<file path="config.mk">
export PLATFORM = sky130hd
export DESIGN_NAME = pong_match_ctrl
export DESIGN_NICKNAME = d
export VERILOG_FILES = /design/src/rtl/pong_pkg.sv /design/src/rtl/pong_frame_timer.sv /design/src/rtl/pong_match_ctrl.sv
export SDC_FILE = /design/constraint.sdc
export NUM_CORES = 1
export LEC_CHECK = 0
export BUFFER_PORTS_ARGS = -buffer_cell sky130_fd_sc_hd__clkbuf_2
export CAP_MARGIN = 20
export CORE_ASPECT_RATIO = 0.5
export CORE_MARGIN = 2
export CORE_UTILIZATION = 30
export DETAILED_ROUTE_END_ITERATION = 6
export PLACE_DENSITY_LB_ADDON = 0.1
export SETUP_SLACK_MARGIN = 0.02
export SYNTH_ARGS = -nofsm -noshare
export SYNTH_HDL_FRONTEND = slang
export SYNTH_HIERARCHICAL = 1
export SYNTH_SLANG_ARGS = --single-unit
</file>
<file path="constraint.sdc">
create_clock -name clk -period 3.8 [get_ports clk]
set_input_delay 0.76 -clock clk [delete_from_list [all_inputs] [get_ports clk]]
set_output_delay 0.76 -clock clk [all_outputs]
set_load 0.005 [all_outputs]
</file>
<file path="src/rtl/pong_pkg.sv">
// Shared encodings for the pong match controller: FSM states, ball step values
// and the bundle of edge-detected player/collision inputs.
package pong_pkg;

  localparam logic [1:0] ST_SERVE = 2'd0;
  localparam logic [1:0] ST_RALLY = 2'd1;
  localparam logic [1:0] ST_POINT = 2'd2;
  localparam logic [1:0] ST_OVER  = 2'd3;

  localparam logic [1:0] VX_LEFT  = 2'b11;
  localparam logic [1:0] VX_STOP  = 2'b00;
  localparam logic [1:0] VX_RIGHT = 2'b01;

  // Screen rows grow downwards, so "up" is the negative step.
  localparam logic [2:0] VY_UP = 3'b111;
  localparam logic [2:0] VY_DN = 3'b001;

  typedef struct packed {
    logic p1_srv;
    logic p2_srv;
    logic p1_hit;
    logic p2_hit;
    logic wall_v;
    logic wall_h;
  } pong_events_t;

  function automatic logic [2:0] negate_vy(input logic [2:0] vy);
    return 3'd0 - vy;
  endfunction

endpackage

</file>
<file path="src/rtl/pong_frame_timer.sv">
// 8-bit frame counter: load wins over decrement, decrements once per frame tick
// and parks at zero.
module pong_frame_timer (
  input  logic       clk,
  input  logic       rst_n,
  input  logic       load_i,
  input  logic [7:0] load_val_i,
  input  logic       tick_i,
  output logic       zero_o
);

  logic [7:0] count_q, count_d;

  always_comb begin
    count_d = count_q;
    if (load_i) begin
      count_d = load_val_i;
    end else if (tick_i && (count_q != 8'd0)) begin
      count_d = count_q - 8'd1;
    end
  end

  always_ff @(posedge clk or negedge rst_n) begin
    if (!rst_n) begin
      count_q <= 8'd0;
    end else begin
      count_q <= count_d;
    end
  end

  assign zero_o = (count_q == 8'd0);

endmodule

</file>
<file path="src/rtl/pong_match_ctrl.sv">
// Pong match sequencer: turns collision flags and serve buttons into ball velocity,
// scores, serve side and beep requests while walking SERVE->RALLY->POINT->OVER.
module pong_match_ctrl
  import pong_pkg::*;
#(
  parameter int WIN_SCORE    = 9,
  parameter int POINT_FRAMES = 60,
  parameter int BEEP_FRAMES  = 6
) (
  input  logic       clk,
  input  logic       rst_n,
  input  logic       frame_tick_i,
  input  logic       p1_srv_i,
  input  logic       p2_srv_i,
  input  logic       p1_hit_i,
  input  logic       p2_hit_i,
  input  logic       wall_v_i,
  input  logic       wall_h_i,
  output logic [1:0] ball_vx_o,
  output logic [2:0] ball_vy_o,
  output logic       ball_load_o,
  output logic       ball_load_side_o,
  output logic       serve_side_o,
  output logic [3:0] score1_o,
  output logic [3:0] score2_o,
  output logic       beep_lo_o,
  output logic       beep_hi_o,
  output logic       game_over_o,
  output logic       winner_o
);

  localparam logic [7:0] POINT_LOAD = 8'(POINT_FRAMES);
  localparam logic [7:0] BEEP_LOAD  = 8'(BEEP_FRAMES);
  localparam logic [3:0] WIN        = 4'(WIN_SCORE);

  pong_events_t in_now, in_d_q, rise;

  logic [1:0] state_q, state_d;
  logic [1:0] vx_q, vx_d;
  logic [2:0] vy_q, vy_d;
  logic       serve_side_q, serve_side_d;
  logic       load_side_q, load_side_d;
  logic       load_q, load_d;
  logic [3:0] score1_q, score1_d, score2_q, score2_d;
  logic       beep_lo_q, beep_lo_d, beep_hi_q, beep_hi_d;
  logic       game_over_q, game_over_d;
  logic       winner_q, winner_d;

  logic point_load, point_zero, beep_load, beep_zero;
  logic lo_req, hi_req, scorer;

  assign in_now = {p1_srv_i, p2_srv_i, p1_hit_i, p2_hit_i, wall_v_i, wall_h_i};
  assign rise   = in_now & ~in_d_q;

  // Match FSM; the beep arbitration at the bottom consumes its lo/hi requests.
  always_comb begin
    state_d      = state_q;
    vx_d         = vx_q;
    vy_d         = vy_q;
    serve_side_d = serve_side_q;
    load_side_d  = load_side_q;
    load_d       = 1'b0;
    score1_d     = score1_q;
    score2_d     = score2_q;
    beep_lo_d    = beep_lo_q;
    beep_hi_d    = beep_hi_q;
    game_over_d  = game_over_q;
    winner_d     = winner_q;
    point_load   = 1'b0;
    beep_load    = 1'b0;
    lo_req       = 1'b0;
    hi_req       = 1'b0;
    scorer       = (vx_q == VX_LEFT);

    case (state_q)
      ST_SERVE: begin
        vx_d = VX_STOP;
        if (serve_side_q ? rise.p2_srv : rise.p1_srv) begin
          state_d = ST_RALLY;
          vx_d    = serve_side_q ? VX_LEFT : VX_RIGHT;
        end
      end
      ST_RALLY: begin
        if (rise.wall_v) begin
          vy_d   = negate_vy(vy_q);
          lo_req = 1'b1;
        end
        // A ball crossing the goal line beats any paddle hit in the same cycle.
        if (rise.wall_h) begin
          if (scorer) score2_d = score2_q + 4'd1;
          else        score1_d = score1_q + 4'd1;
          vx_d         = VX_STOP;
          load_d       = 1'b1;
          load_side_d  = scorer;
          serve_side_d = scorer;
          hi_req       = 1'b1;
          point_load   = 1'b1;
          state_d      = ST_POINT;
        end else if (rise.p1_hit) begin
          vx_d   = VX_RIGHT;
          lo_req = 1'b1;
        end else if (rise.p2_hit) begin
          vx_d   = VX_LEFT;
          lo_req = 1'b1;
        end
      end
      ST_POINT: begin
        if (point_zero) begin
          if ((serve_side_q ? score2_q : score1_q) == WIN) begin
            state_d     = ST_OVER;
            game_over_d = 1'b1;
            winner_d    = serve_side_q;
          end else begin
            state_d = ST_SERVE;
          end
        end
      end
      default: begin
        vx_d = VX_STOP;
        if (rise.p1_srv || rise.p2_srv) begin
          score1_d     = 4'd0;
          score2_d     = 4'd0;
          serve_side_d = 1'b1;
          load_d       = 1'b1;
          load_side_d  = 1'b1;
          game_over_d  = 1'b0;
          state_d      = ST_SERVE;
        end
      end
    endcase

    if (hi_req) begin
      beep_hi_d = 1'b1;
      beep_lo_d = 1'b0;
      beep_load = 1'b1;
    end else if (lo_req && !beep_hi_q) begin
      beep_lo_d = 1'b1;
      beep_load = 1'b1;
    end else if (beep_zero) begin
      beep_lo_d = 1'b0;
      beep_hi_d = 1'b0;
    end
  end

  always_ff @(posedge clk or negedge rst_n) begin
    if (!rst_n) begin
      in_d_q       <= '1;
      state_q      <= ST_SERVE;
      vx_q         <= VX_STOP;
      vy_q         <= VY_DN;
      serve_side_q <= 1'b1;
      load_side_q  <= 1'b1;
      load_q       <= 1'b0;
      score1_q     <= 4'd0;
      score2_q     <= 4'd0;
      beep_lo_q    <= 1'b0;
      beep_hi_q    <= 1'b0;
      game_over_q  <= 1'b0;
      winner_q     <= 1'b0;
    end else begin
      in_d_q       <= in_now;
      state_q      <= state_d;
      vx_q         <= vx_d;
      vy_q         <= vy_d;
      serve_side_q <= serve_side_d;
      load_side_q  <= load_side_d;
      load_q       <= load_d;
      score1_q     <= score1_d;
      score2_q     <= score2_d;
      beep_lo_q    <= beep_lo_d;
      beep_hi_q    <= beep_hi_d;
      game_over_q  <= game_over_d;
      winner_q     <= winner_d;
    end
  end

  pong_frame_timer u_point_timer (
    .clk        (clk),
    .rst_n      (rst_n),
    .load_i     (point_load),
    .load_val_i (POINT_LOAD),
    .tick_i     (frame_tick_i),
    .zero_o     (point_zero)
  );

  pong_frame_timer u_beep_timer (
    .clk        (clk),
    .rst_n      (rst_n),
    .load_i     (beep_load),
    .load_val_i (BEEP_LOAD),
    .tick_i     (frame_tick_i),
    .zero_o     (beep_zero)
  );

  assign ball_vx_o        = vx_q;
  assign ball_vy_o        = vy_q;
  assign ball_load_o      = load_q;
  assign ball_load_side_o = load_side_q;
  assign serve_side_o     = serve_side_q;
  assign score1_o         = score1_q;
  assign score2_o         = score2_q;
  assign beep_lo_o        = beep_lo_q;
  assign beep_hi_o        = beep_hi_q;
  assign game_over_o      = game_over_q;
  assign winner_o         = winner_q;

endmodule

</file>
Word level (Yosys, flattened, before mapping)
Cells that the tools add are included.
Word-level totals
  output and inout bits: 20
  logic and storage cells: 117
  input bits: 9
  memories: 0
  register bits: 43
  bits in writable memories: 0
  bits in read-only memories: 0
  bits in latches: 0
Operators by class
  eq/ne operators: 12
  bitwise logic cells: 5
  shift operators: 0
  div/mod/pow operators: 0
  multipliers: 0
  multiplexer cells: 48
  reductions and logical operators: 28
  magnitude comparators: 0
  add/sub/neg operators: 5
Operators by type and width (number)
  8-bit two-way mux: 4
  4-bit two-way mux: 6
  1-bit two-way mux: 21
  2-bit two-way mux: 10
  8-bit logical NOT: 2
  4-bit one-hot mux with 2 select lines: 2
  4-bit AND reduction: 4
  8-bit nonzero test: 2
  8-bit by 1-bit subtractor with 8-bit output (second input constant): 2
  2-bit inequality test (second input constant): 7
  2-bit one-hot mux with 3 select lines: 2
  2-bit nonzero test: 5
  4-bit by 1-bit adder with 4-bit output (second input constant): 2
  6-bit AND: 1
  6-bit NOT: 1
  1-bit one-hot mux with 2 select lines: 3
  2-bit AND reduction: 3
  3-bit AND reduction: 2
  2-bit == test (second input constant): 2
  4-bit == test (second input constant): 1
  4-bit inequality test (second input constant): 1
  4-bit nonzero test: 1
  2-bit OR reduction: 2
  1-bit logical AND: 3
  7 further kinds: 9

Longest topological paths before layout
  depth after elaboration: 11
  mapped depth: 8
  depth with buffers taken out: 8

By module
Netlist, hierarchy kept.
By module, submodules not included
  pong_match_ctrl: times used 1, cells each 114, sequential area each 659.4 um^2, area each 1275.0 um^2
  pong_frame_timer: times used 2, cells each 58, sequential area each 200.2 um^2, area each 528.0 um^2

Least setup slack after synthesis
OpenSTA, ideal clock, no wires.
  kind: input-to-reg
  start: input wall_v_i
  end: register u_beep_timer.count_q[7]
  required time: 3.674 ns
  buffers on the path: 0
  stages on the path: 6
  data arrival time: 1.986 ns
  slack: 1.688 ns
  cell sequence: nor3b_2 a21oi_1 o21ai_1 clkinv_1 o311a_1 a221o_1
On the way
  word-level cells in the longest chain between the ends: 10
  elaborated cells between the ends (all ways): 11
  those cells by class: mux: 8; bitwise: 1; reduce/logical: 2
RTL lines
  start, declared: line pong_match_ctrl.sv:17  | input logic wall_v_i,
  6-bit AND *: line pong_match_ctrl.sv:53  | assign rise = in_now & ~in_d_q;
  1-bit two-way mux *: line pong_match_ctrl.sv:84  | if (rise.wall_v) begin
  1-bit two-way mux: line pong_match_ctrl.sv:102  | end else if (rise.p2_hit) begin
  1-bit two-way mux: line pong_match_ctrl.sv:99  | end else if (rise.p1_hit) begin
  1-bit two-way mux *: line pong_match_ctrl.sv:89  | if (rise.wall_h) begin
  1-bit two-way mux *: line pong_match_ctrl.sv:75  | case (state_q)
  1-bit logical AND *: line pong_match_ctrl.sv:136  | end else if (lo_req && !beep_hi_q) begin
  1-bit two-way mux *: line pong_match_ctrl.sv:136
  1-bit two-way mux *: line pong_match_ctrl.sv:132  | if (hi_req) begin
  via beep_load: line pong_match_ctrl.sv:49  | logic point_load, point_zero, beep_load, beep_zero;
  8-bit two-way mux / 2-bit nonzero test (equally long branches)
  end signal, assigned: line pong_frame_timer.sv:27  | count_q <= count_d;
  end, declared: line pong_frame_timer.sv:12  | logic [7:0] count_q, count_d;
Mark *: on every way through the listed nets, which the timed path passes. The rest lies on a longest branch.
A chain may end at the register's enable or synchronous reset.

Worst setup path after layout
  start: register state_q[1]
  end: register u_beep_timer.count_q[7]
On the way
  word-level cells in the longest chain between the ends: 6
  elaborated cells between the ends (all ways): 8
  those cells by class: eq/ne: 1; mux: 5; reduce/logical: 2
RTL lines
  start, declared: line pong_match_ctrl.sv:38  | logic [1:0] state_q, state_d;
  start signal, assigned: line pong_match_ctrl.sv:162  | state_q <= state_d;
  2-bit by 1-bit == test with 1-bit output *: line pong_match_ctrl.sv:75
  1-bit two-way mux: line pong_match_ctrl.sv:75
  1-bit logical AND: line pong_match_ctrl.sv:136
  1-bit two-way mux: line pong_match_ctrl.sv:136
  1-bit two-way mux *: line pong_match_ctrl.sv:132
  via beep_load: line pong_match_ctrl.sv:49
  8-bit two-way mux / 2-bit nonzero test (equally long branches)
Marks and branches as above.

==> results.cfg <==
[worst_setup_path]
critPathCaptureType = flip-flop
criticalPathCategory = reg -> reg
worstPathMaxFanout = 14
cp-start-kind = flip-flop
worstPathArrival_ns = 2.61
worstPathRequired_ns = 3.97

[synthesis]
seq_area_frac_synth = 0.455
ys_ff_latch = 42
synth_edf_count = 0
synth.cell_area_sq_mm = 0.00233
syn_inst = 230
yosys_warnings = 6
synth.avg_cell_area_sq_um = 10.1
ys_types = 57
synth_ff_type = dfrtp_1
postSynth.asyncResetShare = 1.00

[pwr]
pwr-share-seq = 0.421
p_clk_frac = 0.225
p_sw_uw = 759
power.static_leakage_nw = 1.22
power_frac_comb = 0.354
internal_power_mw = 1.21
powerDensity_mw_per_mm2 = 710
vdd_drop_max_mv = 0.192
switching_share = 0.386

[sta]
fmax_mhz = 410
tightest_slew_ns = 0.806
layout_min_cycle_time_ns = 2.44
fin_skew_ns = 0.00452
rsz0062_at_grt = false
maxSlewHeadroom = 0.463
timing.setup.tns_ns = 0
period_share = 0.642
fin_ws_ns = 1.36
final_max_slew_viol_count = 0
setup_viol = 0
hold_violations = 0

[global_routing]
antenna_found_initial = 0
grt_pass1_wl_mm = 9.28
grt_max_degree = 32
grt_util_all_layers = 0.140
grt_pass1_vias = 1812
overflow = 0

[min_path]
worstHoldPathType = reg -> reg

[outcome]
status = finished, final reports clean

[die]
ioPinCount = 29
dieArea_sq_mm = 0.00853
coreArea_sq_mm = 0.00743
std_cell_rows = 22
fp.dieW_um = 129
die_h_um = 66.3
initial_core_util = 0.314

[cells_and_area]
final_nets = 289
area_growth_pct = 18.9
n_antenna_cell = 0
regArea_sq_mm = 0.00106
multi_input_area_sq_mm = 0.00123
layout-drive-gt1-share = 0.211
fillers = 744

[drt]
drt_drc_violations_left = 0
viasPerCell = 5.13
num_vias = 1905
wl_per_cell_um = 14.5
firstDrtPassIters = 6
ant_nets = 0
routed_wl_mm = 5.39
initialDrtViolationCount = 112

[placed_design]
dp_slack_ns = 1.35
dpl.hpwl_mm = 3.81
port_buffers = 27
gp_congestion = 0.778

[cts]
cts_resized = 0
holdBufCountCts = 0
cts_sinks = 42
path_clk_slew_ns = 0.06
tritoncts = built
clock_latency_ns = 0.28
clockBufferDepth = 2
h-tree-depth = 2
post_cts_buffers = 0
cts_root_buf = clkbuf_16
cts_buffers = 5

[flow_run]
maxCapViolCount = 0
kinds of logic (layout without fill, tap and decap cells):
group / Yosys count / count (layout) / share of synthesized area
XOR/XNOR: 4 / 4 / 0.0150
other: 2 / 17 / 0.00322
multiplexers: 5 / 5 / 0.0263
flip-flops: 42 / 42 / 0.455
adder cells (fa/ha/maj): 6 / 6 / 0.0322
AO/OA/AOI/OAI: 65 / 65 / 0.212
AND/OR/NAND/NOR: 85 / 85 / 0.214
buffers and inverters: 21 / 51 / 0.0424
power groups by stage:
stage / sequential [mW] / clock (mW) / combinational (mW)
after floorplan: 0.771 / 0 / 0.536
final: 0.827 / 0.443 / 0.696
after global routing: 0.862 / 0.478 / 0.796
after global placement: 0.829 / 0 / 0.692
after detailed placement: 0.832 / 0 / 0.696
after CTS: 0.826 / 0.460 / 0.701
cell type report:
cell class	instances	area share
clock buffer	6	0.0501
clock inverter	2	0.00451
inverter	13	0.0194
multi-input combinational	182	0.443
sequential	42	0.382
tap	96	0.0433
timing repair buffer	30	0.0569
layer usage:
metal	wire length [um]	vias to the layer above	global-route usage
li1	-	948	-
met1	2780	915	0.191
met2	2330	38	0.224
met3	233	4	0.0380
met4	41	0	0.0326
met5	0	-	0
sequential cells by signal, indices dropped and copies added, names as in the netlist, 2 cells and up:
register,count
state_q,2
u_beep_timer/count_q,8
ball_vy_o,2
ball_vx_o,2
u_point_timer/count_q,8
score2_o,4
score1_o,4
in_d_q,6
per-stage QoR:
stage          power, mW  instance area [sq um]  cells  hold slack (ns)  utilization
2_1_floorplan       1.31                   2390    245            0.464            -
3_3_place_gp        1.52                   2620    363            0.464        0.353
3_5_place_dp        1.53                   2620    363            0.467        0.353
4_1_cts             1.99                   2770    371            0.477        0.373
5_1_grt             2.14                   2770    371            0.481        0.373
6_report            1.97                   2770    371            0.476        0.373
Yosys cell counts, drive strengths merged, types with 3 or more instances:
cell     n  area share
a211o    4       0.016
a21oi   15       0.039
a221o    4       0.017
a31oi    6       0.023
buf      6       0.016
dfrtp   35        0.38
dfstp    7       0.079
ha       6       0.032
inv     11       0.020
mux2     3       0.018
nand2   10       0.016
nand2b   3      0.0081
nand3    5       0.011
nand4    6       0.016
nor2    19       0.031
nor2b    5       0.013
nor3     7       0.017
nor3b    7       0.025
o211a    3       0.013
o211ai   3      0.0097
o21ai   12       0.026
o311a    3       0.013
o31ai    3      0.0097
or3b     5       0.019
or4      6       0.019
xor2     3       0.011
cells in the final DEF (no fill, tap or decap), drive strengths merged, types with 4 or more instances in the layout:
master  netlist  routed
nand2        10      10
nor3b         7       7
nor3          7       7
a221o         4       4
or3b          5       5
dfrtp        35      35
inv          11      11
or4           6       6
nand3         5       5
a21oi        15      15
clkbuf        2      33
ha            6       6
dfstp         7       7
a31oi         6       6
nor2         19      19
nor2b         5       5
a211o         4       4
o21ai        12      12
nand4         6       6
conb          2      17
critical path, cell delays in order, from the launching register on:
cell and delay (ns):
dfrtp_1 0.52, nand2b_1 0.29, nor3b_2 0.32, a21oi_1 0.12
o21ai_1 0.14, buf_4 0.21, clkinv_1 0.25, o311a_1 0.21
a221o_1 0.25
final timing paths:
| kind | depth (start not counted) | start | endpoint | slack [ns] |
|---|---|---|---|---|
| worst max-delay path | 8 | state_q[1] | u_beep_timer/count_q[7] | 1.36 |
| worst min-delay path | 1 | ball_vy_o[2] | ball_vy_o[2] | 0.48 |
| worst max register to register | 8 | state_q[1] | u_beep_timer/count_q[7] | 1.36 |
| worst min register to register | 1 | ball_vy_o[2] | ball_vy_o[2] | 0.48 |
| max in group asynchronous | 2 | rst_n | in_d_q[0] | 2.49 |
| min in group asynchronous | 1 | rst_n | u_beep_timer/count_q[4] | 0.55 |
(Power assumes the default switching activity.)
